==> config.mk <==
export PLATFORM = sky130hd
export DESIGN_NAME = ram64_reorder_ctrl_flat
export DESIGN_NICKNAME = d
export VERILOG_FILES = /design/src/rtl/ram64_reorder_ctrl_pkg.sv /design/src/rtl/ram64_reorder_ctrl_if.sv /design/src/rtl/ram64_addr_rot.sv /design/src/rtl/ram64_reorder_ctrl.sv /design/src/flat_wrapper.sv
export SDC_FILE = /design/constraint.sdc
export NUM_CORES = 1
export LEC_CHECK = 0
export ABC_AREA = 1
export BUFFER_PORTS_ARGS = -buffer_cell sky130_fd_sc_hd__buf_2
export CAP_MARGIN = 20
export CORE_MARGIN = 2
export CORE_UTILIZATION = 49
export CTS_CLUSTER_SIZE = 28
export DETAILED_ROUTE_END_ITERATION = 8
export GPL_ROUTABILITY_DRIVEN = 0
export PLACE_DENSITY_LB_ADDON = 0.1
export SYNTH_ARGS = -nofsm -noshare
export SYNTH_HDL_FRONTEND = slang
export SYNTH_HIERARCHICAL = 1
export SYNTH_SLANG_ARGS = --single-unit
==> constraint.sdc <==
create_clock -name clk_i -period 2.44 [get_ports clk_i]
set_input_delay 0.732 -clock clk_i [delete_from_list [all_inputs] [get_ports clk_i]]
set_output_delay 0.732 -clock clk_i [all_outputs]
set_load 0.01 [all_outputs]
==> src/rtl/ram64_reorder_ctrl_pkg.sv <==
// Shared constants, state encoding and address helpers for the 64-entry reorder buffer controller.
package ram64_reorder_ctrl_pkg;

  localparam int unsigned FrameBeats = 16;
  localparam int unsigned Lanes      = 4;
  localparam int unsigned AddrW      = 6;
  localparam int unsigned CntW       = 4;
  localparam int unsigned ModeW      = 2;

  // State encodings, kept as named constants so other blocks can decode a raw state word.
  localparam logic [1:0] StateIdleEnc   = 2'd0;
  localparam logic [1:0] StateFillEnc   = 2'd1;
  localparam logic [1:0] StateStreamEnc = 2'd2;
  localparam logic [1:0] StateDrainEnc  = 2'd3;

  typedef enum logic [1:0] {
    StIdle   = StateIdleEnc,
    StFill   = StateFillEnc,
    StStream = StateStreamEnc,
    StDrain  = StateDrainEnc
  } state_e;

  // Address mode: how many times the base-4 digits of the linear position are rotated.
  localparam logic [ModeW-1:0] ModeLin  = 2'd0;
  localparam logic [ModeW-1:0] ModeRot1 = 2'd1;
  localparam logic [ModeW-1:0] ModeRot2 = 2'd2;

  // Rotate the three base-4 digits: the lowest digit moves to the top.
  function automatic logic [AddrW-1:0] rot_addr(input logic [AddrW-1:0] x);
    return {x[1:0], x[AddrW-1:2]};
  endfunction

  // Next address mode at a frame boundary; three rotations are the identity, so wrap 2 -> 0.
  function automatic logic [ModeW-1:0] next_mode(input logic [ModeW-1:0] m);
    return (m == ModeRot2) ? ModeLin : m + 2'd1;
  endfunction

endpackage

==> src/rtl/ram64_reorder_ctrl_if.sv <==
// Handshake and RAM-control bundle between an FFT stage and its reorder-buffer controller.
interface ram64_reorder_ctrl_if;
  import ram64_reorder_ctrl_pkg::*;

  logic             ed;
  logic             in_vld;
  logic             in_rdy;
  logic             flush;
  logic             ram_ed;
  logic             ram_we;
  logic [AddrW-1:0] ram_addr_0;
  logic [AddrW-1:0] ram_addr_1;
  logic [AddrW-1:0] ram_addr_2;
  logic [AddrW-1:0] ram_addr_3;
  logic             out_vld;
  logic             out_first;
  logic             busy;

  // Stage side: supplies enable, beats and flush requests; observes the controller.
  modport master (
    output ed, in_vld, flush,
    input  in_rdy, ram_ed, ram_we, ram_addr_0, ram_addr_1, ram_addr_2, ram_addr_3,
    input  out_vld, out_first, busy
  );

  // Controller side.
  modport slave (
    input  ed, in_vld, flush,
    output in_rdy, ram_ed, ram_we, ram_addr_0, ram_addr_1, ram_addr_2, ram_addr_3,
    output out_vld, out_first, busy
  );

endinterface

==> src/rtl/ram64_addr_rot.sv <==
// Combinational lane-address generator: linear position {cnt, lane} rotated by the current mode.
module ram64_addr_rot
  import ram64_reorder_ctrl_pkg::*;
(
  input  logic [CntW-1:0]               cnt_i,
  input  logic [ModeW-1:0]              mode_i,
  output logic [Lanes-1:0][AddrW-1:0]   addr_o
);

  logic [Lanes-1:0][AddrW-1:0] lin;

  // Linear sample position of each lane within the frame.
  always_comb begin
    lin = '0;
    for (int l = 0; l < Lanes; l++) begin
      lin[l] = {cnt_i, 2'(l)};
    end
  end

  // Apply zero, one or two digit rotations; lanes differ in the low digit so stay distinct.
  always_comb begin
    addr_o = '0;
    for (int l = 0; l < Lanes; l++) begin
      case (mode_i)
        ModeRot1: addr_o[l] = rot_addr(lin[l]);
        ModeRot2: addr_o[l] = rot_addr(rot_addr(lin[l]));
        default:  addr_o[l] = lin[l];
      endcase
    end
  end

endmodule

==> src/rtl/ram64_reorder_ctrl.sv <==
// Address sequencer and handshake controller for the 64-entry radix-4 reorder RAM.
// Each step reads the previous frame's sample and writes the new one at the same address;
// rotating the address digits every frame keeps one RAM streaming without gaps.
module ram64_reorder_ctrl
  import ram64_reorder_ctrl_pkg::*;
(
  input  logic                 clk_i,
  input  logic                 rst_ni,
  ram64_reorder_ctrl_if.slave  bus_io
);

  state_e                     state_q, state_d;
  logic [CntW-1:0]            cnt_q, cnt_d;
  logic [ModeW-1:0]           mode_q, mode_d;
  logic                       flush_pend_q, flush_pend_d;
  logic                       out_vld_q, out_vld_d;
  logic                       out_first_q, out_first_d;

  logic                       in_rdy;
  logic                       acc;
  logic                       step;
  logic                       adv;
  logic                       last_beat;
  logic                       boundary;
  logic                       drain_exit;
  logic                       flush_hold;
  logic [Lanes-1:0][AddrW-1:0] addr;

  ram64_addr_rot u_addr_rot (
    .cnt_i  (cnt_q),
    .mode_i (mode_q),
    .addr_o (addr)
  );

  // Handshake and step qualification; in_rdy depends on registers only.
  always_comb begin
    flush_hold = flush_pend_q && (cnt_q == '0) && (state_q == StStream);
    in_rdy     = (state_q != StDrain) && !flush_hold;
    acc        = bus_io.in_vld && in_rdy;
    step       = (state_q == StDrain) ? 1'b1 : acc;
    adv        = bus_io.ed && step;
    last_beat  = (cnt_q == CntW'(FrameBeats - 1));
    boundary   = adv && last_beat;
    drain_exit = boundary && (state_q == StDrain);
  end

  // State register.
  always_ff @(posedge clk_i or negedge rst_ni) begin
    if (!rst_ni) begin
      state_q <= StIdle;
    end else begin
      state_q <= state_d;
    end
  end

  // Next-state logic; nothing moves while the global enable is low.
  always_comb begin
    state_d = state_q;
    if (bus_io.ed) begin
      unique case (state_q)
        StIdle:   if (acc) state_d = StFill;
        StFill:   if (boundary) state_d = StStream;
        StStream: if (flush_hold) state_d = StDrain;
        StDrain:  if (boundary) state_d = StIdle;
        default:  state_d = StIdle;
      endcase
    end
  end

  // Beat counter, address mode, pending flush and the registered output qualifiers.
  always_ff @(posedge clk_i or negedge rst_ni) begin
    if (!rst_ni) begin
      cnt_q        <= '0;
      mode_q       <= ModeLin;
      flush_pend_q <= 1'b0;
      out_vld_q    <= 1'b0;
      out_first_q  <= 1'b0;
    end else begin
      cnt_q        <= cnt_d;
      mode_q       <= mode_d;
      flush_pend_q <= flush_pend_d;
      out_vld_q    <= out_vld_d;
      out_first_q  <= out_first_d;
    end
  end

  // Datapath next-state. A flush during a partial frame only latches here; the STREAM
  // state acts on it once the counter is back at a frame boundary.
  always_comb begin
    cnt_d        = cnt_q;
    mode_d       = mode_q;
    flush_pend_d = flush_pend_q;
    out_vld_d    = out_vld_q;
    out_first_d  = out_first_q;
    if (bus_io.ed) begin
      if (adv) begin
        cnt_d = cnt_q + 1'b1;
      end
      if (boundary) begin
        mode_d = next_mode(mode_q);
      end
      if (bus_io.flush && (state_q == StFill || state_q == StStream)) begin
        flush_pend_d = 1'b1;
      end
      if (drain_exit) begin
        cnt_d        = '0;
        mode_d       = ModeLin;
        flush_pend_d = 1'b0;
      end
      // Read data appears one cycle after the step, so the valid flag is registered.
      out_vld_d   = step && (state_q == StStream || state_q == StDrain);
      out_first_d = out_vld_d && (cnt_q == '0);
    end
  end

  // Output decode.
  always_comb begin
    bus_io.in_rdy     = in_rdy;
    bus_io.ram_ed     = adv;
    bus_io.ram_we     = (state_q != StDrain);
    bus_io.busy       = (state_q != StIdle);
    bus_io.ram_addr_0 = addr[0];
    bus_io.ram_addr_1 = addr[1];
    bus_io.ram_addr_2 = addr[2];
    bus_io.ram_addr_3 = addr[3];
    bus_io.out_vld    = out_vld_q;
    bus_io.out_first  = out_first_q;
  end

endmodule

==> src/flat_wrapper.sv <==
// flat-port wrapper written by rule: the top's interface ports become plain ports
module ram64_reorder_ctrl_flat import ram64_reorder_ctrl_pkg::*;
  (clk_i, rst_ni, bus_io_ed, bus_io_in_vld, bus_io_flush, bus_io_in_rdy, bus_io_ram_ed, bus_io_ram_we, bus_io_ram_addr_0, bus_io_ram_addr_1, bus_io_ram_addr_2, bus_io_ram_addr_3, bus_io_out_vld, bus_io_out_first, bus_io_busy);
  ram64_reorder_ctrl_if bus_io_i ();
  input  logic clk_i;
  input  logic rst_ni;
  input wire logic [$bits(bus_io_i.ed)-1:0] bus_io_ed;
  input wire logic [$bits(bus_io_i.in_vld)-1:0] bus_io_in_vld;
  input wire logic [$bits(bus_io_i.flush)-1:0] bus_io_flush;
  output wire logic [$bits(bus_io_i.in_rdy)-1:0] bus_io_in_rdy;
  output wire logic [$bits(bus_io_i.ram_ed)-1:0] bus_io_ram_ed;
  output wire logic [$bits(bus_io_i.ram_we)-1:0] bus_io_ram_we;
  output wire logic [$bits(bus_io_i.ram_addr_0)-1:0] bus_io_ram_addr_0;
  output wire logic [$bits(bus_io_i.ram_addr_1)-1:0] bus_io_ram_addr_1;
  output wire logic [$bits(bus_io_i.ram_addr_2)-1:0] bus_io_ram_addr_2;
  output wire logic [$bits(bus_io_i.ram_addr_3)-1:0] bus_io_ram_addr_3;
  output wire logic [$bits(bus_io_i.out_vld)-1:0] bus_io_out_vld;
  output wire logic [$bits(bus_io_i.out_first)-1:0] bus_io_out_first;
  output wire logic [$bits(bus_io_i.busy)-1:0] bus_io_busy;
  assign bus_io_i.ed = bus_io_ed;
  assign bus_io_i.in_vld = bus_io_in_vld;
  assign bus_io_i.flush = bus_io_flush;
  assign bus_io_in_rdy = bus_io_i.in_rdy;
  assign bus_io_ram_ed = bus_io_i.ram_ed;
  assign bus_io_ram_we = bus_io_i.ram_we;
  assign bus_io_ram_addr_0 = bus_io_i.ram_addr_0;
  assign bus_io_ram_addr_1 = bus_io_i.ram_addr_1;
  assign bus_io_ram_addr_2 = bus_io_i.ram_addr_2;
  assign bus_io_ram_addr_3 = bus_io_i.ram_addr_3;
  assign bus_io_out_vld = bus_io_i.out_vld;
  assign bus_io_out_first = bus_io_i.out_first;
  assign bus_io_busy = bus_io_i.busy;
  ram64_reorder_ctrl u_core (.clk_i(clk_i), .rst_ni(rst_ni), .bus_io(bus_io_i));
endmodule
Yosys cells after proc, flatten, opt, wreduce, memory -nomap -nowiden:

Index checks and enable logic that the tools add are counted.

* flip-flop bits (word level): 11
* output and inout bits: 30
* logic and storage cells: 59

* $add $sub $neg: 2
* equal/unequal tests: 11
* mux-type cells: 17
* reductions and logical operators: 23

Operators with widths (number)
* 6-bit one-hot mux with 2 select lines: 4
* 2-bit two-way mux: 7
* 1-bit logical AND: 10
* 4-bit two-way mux: 2
* 2-bit by 1-bit inequality test with 1-bit output, second input constant: 4
* 2-bit one-hot mux with 4 select lines: 1
* 2-bit nonzero test: 4
* 2-bit equality test, second input constant: 3
* 2-bit AND reduction: 3
* 5-bit AND reduction: 1
* 4-bit by 1-bit adder with 4-bit output, second input constant: 1
* 2-bit by 1-bit equality test with 1-bit output, second input constant: 2
* 4-bit equality test, second input constant: 1
* 4-bit zero test: 1
* 1-bit two-way mux: 3
* 2-bit by 1-bit adder with 2-bit output, second input constant: 1
* 2-bit zero test: 1
* 1-bit logical OR: 2
* 2-bit inequality test, second input constant: 1
* 1-bit zero test: 1

Longest topological paths before layout:

Gate-level depths: netlist of the first run.

* word-level depth: 12
* mapped depth: 10

Modules after synthesis:

Netlist of the first run, hierarchy kept.

By module, submodules not included
* ram64_reorder_ctrl: instances 1, cells an instance 85, area each 747.0 µm², sequential area each 275.3 µm²
* ram64_addr_rot: instances 1, cells an instance 45, area each 264.0 µm², sequential area each 0.0 µm²

Least setup slack after synthesis of the first run:

OpenSTA, ideal clock, no wires.

* kind: reg-to-output
* start: register u_core.mode_q[0]
* end: output bus_io_ram_addr_3[2]
* data arrival time: 1303 ps
* path slack: 405 ps
* stages on the path, launching flop included: 7
* path buffers: 1
* cells stage by stage: dfrtp_1 -> inv_1 -> ha_1 -> inv_2 -> nand3_1 -> nand3_1 -> buf_4

* longest elaborated chain between the ends: 2
* elaborated cells between the ends (all ways): 3
* those cells by class: eq/ne: 2; mux: 1

Ends and longest elaborated chain
* from (decl): RTL line ram64_reorder_ctrl.sv:14 `logic [ModeW-1:0] mode_q, mode_d;`
* from (signal assigned): RTL line ram64_reorder_ctrl.sv:74 `mode_q <= ModeLin;`
* from (signal assigned): RTL line ram64_reorder_ctrl.sv:80 `mode_q <= mode_d;`
* 2-bit equality test or 2-bit by 1-bit equality test with 1-bit output (tied branches): RTL line ram64_addr_rot.sv:24 `case (mode_i)`
* 6-bit one-hot mux with 2 select lines (*): RTL line ram64_addr_rot.sv:24
* to (decl): RTL line flat_wrapper.sv:16 `output wire logic [$bits(bus_io_i.ram_addr_3)-1:0] bus_io_ram_addr_3;`

Mark *: on every way between the ends. The rest lies on a longest branch, timed or not.

Worst setup path after layout of the first run:

* start: register u_core.state_q[0]
* end: output bus_io_ram_ed

* longest elaborated chain between the ends: 7
* elaborated cells between the ends (all ways): 9
* those cells by class: eq/ne: 3; mux: 1; reduce/logical: 5

Ends and longest elaborated chain
* from (decl): RTL line ram64_reorder_ctrl.sv:12 `state_e state_q, state_d;`
* from (signal assigned): RTL line ram64_reorder_ctrl.sv:50 `state_q <= StIdle;`
* from (signal assigned): RTL line ram64_reorder_ctrl.sv:52 `state_q <= state_d;`
* 2-bit equality test: RTL line ram64_reorder_ctrl.sv:37 `flush_hold = flush_pend_q && (cnt_q == '0) && (state_q == StStream);`
* 1-bit logical AND: RTL line ram64_reorder_ctrl.sv:37
* 1-bit zero test: RTL line ram64_reorder_ctrl.sv:38 `in_rdy = (state_q != StDrain) && !flush_hold;`
* 1-bit logical AND: RTL line ram64_reorder_ctrl.sv:38
* 1-bit logical AND: RTL line ram64_reorder_ctrl.sv:39 `acc = bus_io.in_vld && in_rdy;`
* 1-bit two-way mux (*): RTL line ram64_reorder_ctrl.sv:40 `step = (state_q == StDrain) ? 1'b1 : acc;`
* 1-bit logical AND (*): RTL line ram64_reorder_ctrl.sv:41 `adv = bus_io.ed && step;`
* to (decl): RTL line flat_wrapper.sv:11 `output wire logic [$bits(bus_io_i.ram_ed)-1:0] bus_io_ram_ed;`

Marks and branches as above.

==> flow_summary.yaml, run 1 <==
worst_setup_path:
  timing.rr.end: "u_core/state_q[1]"
  cp.arrival_ns: 1.62
  critical_path.startpoint_type: "register"
  crit_path_cell_trace: "ha_4, bufinv_8, nand3_2, nand2_4, nand2_4, inv_4, buf_2"
  critPathCaptureType: "output port"
  slowest_stage: "dfrtp_2"
  crit_start: "u_core/state_q[0]"
  rrSetupSlack_ns: 0.89
  crit_buf_inv: 3
  cpMostUsedCell: "nand2_4"
  critical_path_class: "reg -> out"
  crit_required_ns: 1.71
  cp.depth: 7
  ff2ff_path_depth: 9
  critical_path.max_fanout: 7
  max_stage_delay_ns: 0.44
  endpoint: "bus_io_ram_ed"
  r2r_start: "u_core/state_q[0]"
  critPathTopFamily: "flip-flops"
floorplanning:
  io_pins: 35
  initial_utilization: 0.515
  die_area_mm2: 0.00244
  core_area_mm2: 0.00196
  fp-row-count: 16
  die_x_um: 49.4
  chipHeight_um: 49.4
pwr:
  vdd_drop_max_mv: 0.868
  leakagePower_nw: 0.673
  p_per_area_mw_per_mm2: 1520
route:
  wl_mm: 2.04
  via_per_inst: 4.88
  final_antenna_net_count: 0
  post-route-drc-count: 0
  firstDrtPassIters: 4
  drt-initial-drc-count: 15
  vias: 903
  drt-wirelength-per-cell_um: 11.0
placed_design:
  hpwl_mm: 1.62
  io_buffers: 34
worst_hold_path:
  hold_path.class: "in -> async"
clocking:
  clk_latency_ns: 0.27
  numCtsBuffers: 3
  cts_tree: "built"
  clk_path_buf_depth: 2
  cts_max_level: 1
  cts_hold_repair.buffers: 0
  cts_root_buffer: "clkbuf_4"
  clk_pin_slew_ns: 0.07
  cts.sinks: 11
layout:
  drive_above_1_share: 0.418
  final_nets: 175
  most-common-layout-cells: "buf_2 (34), nand2_1 (29), inv_1 (15), nand3_1 (15)"
  layout_commonest_cell: "buf_2"
  antenna_cells: 0
  syn2layout_area_growth_pct: 19.8
grt:
  antenna_found_initial: 0
  grt-ovfl-total: 0
  grt_pass1_wl_mm: 3.53
  first_global_vias: 830
  grt_max_degree: 12
  grt.total_usage: 0.187
timing:
  maxSlewViolCount: 0
  fmax_ghz: 0.424
  finalCriticalPeriod_ns: 2.36
  final.setup.tns_ns: 0
  hold_violations: 0
  skew_ns: 0.00689
  maxSlewHeadroom: 0.806
  period_share: 0.966
  worst_pin_slew_ns: 0.292
  setup_viol_count_final: 0
  whs_ns: 0.320
  rsz0062_at_grt: "false"
yosys:
  yosysSeqAreaShare: 0.272
  synth_top_area_share: 0.272
  synthTopCellsByArea: "dfrtp_1 (27%), ha_1 (14%), nand2_1 (11%), buf_4 (8.9%), nand3_1 (7.4%)"
  synthCells: 130
  syn-num-nets: 146
  yosysWarnings: 6
  ys_types: 26
  syn_area_mm2: 0.00101
  syn_avg_cell_area_um2: 7.78
  ys_seq_elements: 11
  yosysTopAreaCell: "dfrtp_1"
outcome:
  run_status: "finished, final reports clean"
run:
  drv_cap: 0
cells by family after synthesis:
kind of cell	count (synthesis)	share of synthesized area
flops	11	0.272
simple gates	60	0.309
buf+inv	32	0.179
xor+xnor	2	0.0173
compound gates	14	0.0854
fa+ha+maj	11	0.136
worst register-to-register path, stage by stage (launching register included):
cell      delay (ns)
dfrtp_2         0.44
ha_4            0.19
bufinv_8        0.21
nand3_2         0.12
nand2_4         0.11
nand3_4         0.11
nand2_4         0.08
nand2_1         0.06
nand2_1         0.06
nand2_1         0.05
where the power goes:
part / switching, W / leakage, nW / internal (W)
clock network: 0.0000583 / 0.0150 / 0.0000632
logic: 0.000775 / 0.533 / 0.000564
registers: 0.000117 / 0.125 / 0.000261
stage by stage:
stage | setup slack, ns | utilization | area [um^2] | std cells | total power, W
after floorplan | 0.405 | - | 1010 | 130 | 0.00137
after global placement | 0.323 | 0.573 | 1120 | 179 | 0.00159
after detailed placement | 0.304 | 0.573 | 1120 | 179 | 0.00162
after CTS | 0.0121 | 0.587 | 1150 | 183 | 0.00174
after global routing | 0.00218 | 0.617 | 1210 | 185 | 0.00202
final | 0.0836 | 0.617 | 1210 | 185 | 0.00184
state kept, by name, indices dropped and copies added, names as in the netlist:
| signal | count |
|---|---|
| u_core/bus_io.out_first | 1 |
| u_core/bus_io.out_vld | 1 |
| u_core/cnt_q | 4 |
| u_core/flush_pend_q | 1 |
| u_core/mode_q | 2 |
| u_core/state_q | 2 |
layout make-up:
| class | count | area [um^2] |
|---|---|---|
| multi-input combinational | 87 | 594 |
| timing repair buffer | 36 | 185 |
| tap | 27 | 33.8 |
| fill | 185 | 751 |
| clock buffer | 4 | 26.3 |
| inverter | 20 | 91.3 |
| sequential | 11 | 280 |
worst min path at each step:
stage,startpoint,end,depth (start not counted)
5_1_grt,rst_ni,u_core/bus_io.out_vld,1
2_1_floorplan,rst_ni,u_core/bus_io.out_first,0
3_5_place_dp,u_core/bus_io.out_first,u_core/bus_io.out_first,2
3_3_place_gp,u_core/bus_io.out_first,u_core/bus_io.out_first,2
4_1_cts,rst_ni,u_core/bus_io.out_vld,1
6_report,rst_ni,u_core/cnt_q[3],1
per-layer routing:
| layer | vias up | wire length, um | track usage |
|---|---|---|---|
| met5 | - | 0 | 0 |
| met3 | 4 | 81 | 0.0613 |
| met2 | 18 | 992 | 0.304 |
| met4 | 0 | 29 | 0.0417 |
| met1 | 422 | 938 | 0.240 |
| li1 | 459 | - | - |
cells in the mapped netlist, drive strengths merged:
library cell / instances
nand2: 33
inv: 19
nand3: 17
buf: 12
dfrtp: 11
ha: 11
nor2: 7
o21ai: 7
a21oi: 5
or2: 2
xor2: 2
bufinv: 1
nand4: 1
o211ai: 1
o31ai: 1
timing repair:
action / CTS / global route
endpoints found under the setup margin: 0 / 19
endpoints found under the hold margin: 0 / 0
buffers inserted: 0 / 2
gates resized for setup: 0 / 13
(Power assumes the default switching activity.)
==> run 2: changes to the inputs <==
--- a/config.mk
+++ b/config.mk
@@ -13,7 +13,9 @@
 export CTS_CLUSTER_SIZE = 28
 export DETAILED_ROUTE_END_ITERATION = 8
 export GPL_ROUTABILITY_DRIVEN = 0
+export GPL_TIMING_DRIVEN = 1
 export PLACE_DENSITY_LB_ADDON = 0.1
+export RECOVER_POWER = 25
 export SYNTH_ARGS = -nofsm -noshare
 export SYNTH_HDL_FRONTEND = slang
 export SYNTH_HIERARCHICAL = 1
==> run 2 against run 1 <==
Cell area decreased by 0.10%. Routed wire length is essentially flat. Clock skew unchanged. Cell count stayed put. Largest cell class unchanged.
==> flow_summary.yaml, run 2 (same netlist as run 1, synthesis figures left out) <==
route:
  final_antenna_net_count: 0
  wl_mm: 2.04
  via_per_inst: 4.89
  firstDrtPassIters: 4
  vias: 904
  drt-initial-drc-count: 15
  drt-wirelength-per-cell_um: 11.0
  post-route-drc-count: 0
clocking:
  clk_latency_ns: 0.27
  clk_pin_slew_ns: 0.07
  numCtsBuffers: 3
  clk_path_buf_depth: 2
  cts.sinks: 11
  cts_max_level: 1
  cts_root_buffer: "clkbuf_4"
  cts_tree: "built"
placed_design:
  placed_area_mm2: 0.00112
  io_buffers: 34
  hpwl_mm: 1.62
  dp_cells: 179
layout:
  multi_input_area_um2: 594
  largestRegisters: "u_core/cnt_q (4), u_core/mode_q (2), u_core/state_q (2)"
  final_core_util: 0.617
  regMostFlops: "u_core/cnt_q"
  largest_reg_flops: 4
  syn2layout_area_growth_pct: 19.7
  drive_above_1_share: 0.411
  layout_commonest_cell: "buf_2"
  stdcell_area_mm2: 0.00121
  antenna_cells: 0
  fillers: 186
  regArea_um2: 280
  stdcell_count: 185
  most-common-layout-cells: "buf_2 (33), nand2_1 (29), inv_1 (15), nand3_1 (15)"
  final_nets: 175
pwr:
  vdd_drop_max_mv: 0.868
  leakagePower_nw: 0.670
  p_comb_frac: 0.728
  p_per_area_mw_per_mm2: 1520
  power_switching_w: 0.000949
  switching_share: 0.517
  p_int_w: 0.000888
  power.share.clock: 0.066
  p_total_w: 0.00184
  power_frac_seq: 0.205
grt:
  grt-ovfl-total: 0
  antenna_found_initial: 0
  grt_pass1_wl_mm: 3.53
  first_global_vias: 830
  grt_max_degree: 12
  grt.total_usage: 0.187
floorplanning:
  fp-row-count: 16
  io_pins: 35
  initial_utilization: 0.515
  core_area_mm2: 0.00196
  die_x_um: 49.4
  die_area_mm2: 0.00244
  chipHeight_um: 49.4
worst_setup_path:
  ff2ff_path_depth: 9
  cpMostUsedCell: "nand2_4"
  crit_path_cell_trace: "ha_4, bufinv_8, nand3_2, nand2_4, nand2_4, inv_4, buf_2"
  critical_path.max_fanout: 7
  cp.arrival_ns: 1.62
  r2r_start: "u_core/state_q[0]"
  timing.rr.end: "u_core/state_q[1]"
  max_stage_delay_ns: 0.44
  critPathCaptureType: "output port"
  crit_required_ns: 1.71
  slowest_stage: "dfrtp_2"
  rrSetupSlack_ns: 0.89
  critical_path.startpoint_type: "register"
  critical_path_class: "reg -> out"
timing:
  maxSlewHeadroom: 0.606
  skew_ns: 0.00689
  worst_pin_slew_ns: 0.591
  rsz0062_at_grt: "false"
  fmax_ghz: 0.424
  hold_violations: 0
  maxSlewViolCount: 0
  final.setup.tns_ns: 0
  finalCriticalPeriod_ns: 2.36
  period_share: 0.966
  setup_viol_count_final: 0
outcome:
  run_status: "finished, final reports clean"
worst_hold_path:
  hold_path.class: "in -> async"
run:
  drv_cap: 0
[run 2: cell count changes in the layout (fill, tap and decap cells not counted)]
cell      delta
buf_2        -1
clkbuf_1     +1
[run 2: what timing repair did]
action                     in CTS  in global routing
resized for setup               0                 13
hold buffers                    0                  0
hold endpoints to repair        0                  0
setup endpoints to repair       0                 19
setup buffers                   0                  2
[run 2: worst max path at each step]
stage                            startpoint                   end  slack (ns)  depth (start not counted)
after detailed placement  u_core/state_q[0]         bus_io_ram_ed        0.30                          7
after global placement    u_core/state_q[0]         bus_io_ram_ed        0.32                          7
after floorplan            u_core/mode_q[0]  bus_io_ram_addr_3[2]        0.40                          6
final                     u_core/state_q[0]         bus_io_ram_ed        0.08                          7
after global routing        u_core/cnt_q[0]         bus_io_ram_ed       0.002                          8
after CTS                 u_core/state_q[0]         bus_io_ram_ed        0.01                          7
[run 2: per-stage QoR]
step / setup WS [ns] / hold slack (ns)
after floorplan: 0.405 / 0.436
after global placement: 0.323 / 0.462
after detailed placement: 0.304 / 0.466
after CTS: 0.0121 / 0.324
after global routing: 0.00218 / 0.484
final: 0.0836 / 0.435
[run 2: cell type report]
cell class / instances / share of cell area
sequential: 11 / 0.232
multi-input combinational: 87 / 0.491
inverter: 20 / 0.0755
timing repair buffer: 36 / 0.152
tap: 27 / 0.0279
clock buffer: 4 / 0.0217
[run 2: per-layer routing]
metal,track usage,part of all wire,up-vias,wire [um]
met4,0.0417,0.014,0,29
li1,-,-,459,-
met1,0.240,0.46,423,938
met3,0.0613,0.039,4,80
met2,0.304,0.49,18,992
met5,0,0,-,0
[run 2: power groups by stage]
stage	logic [W]	registers, W	clock network [W]
2_1_floorplan	0.00103	0.000338	0
4_1_cts	0.00126	0.000358	0.000125
5_1_grt	0.00149	0.000389	0.000136
6_report	0.00134	0.000377	0.000121
3_3_place_gp	0.00123	0.000359	0
3_5_place_dp	0.00126	0.000361	0
[run 2: worst max-delay path: cells and delay by family (launching register included)]
family	cells	cell delay (ns)
fa+ha+maj	1	0.19
flops	1	0.44
simple gates	3	0.32
buf+inv	3	0.41
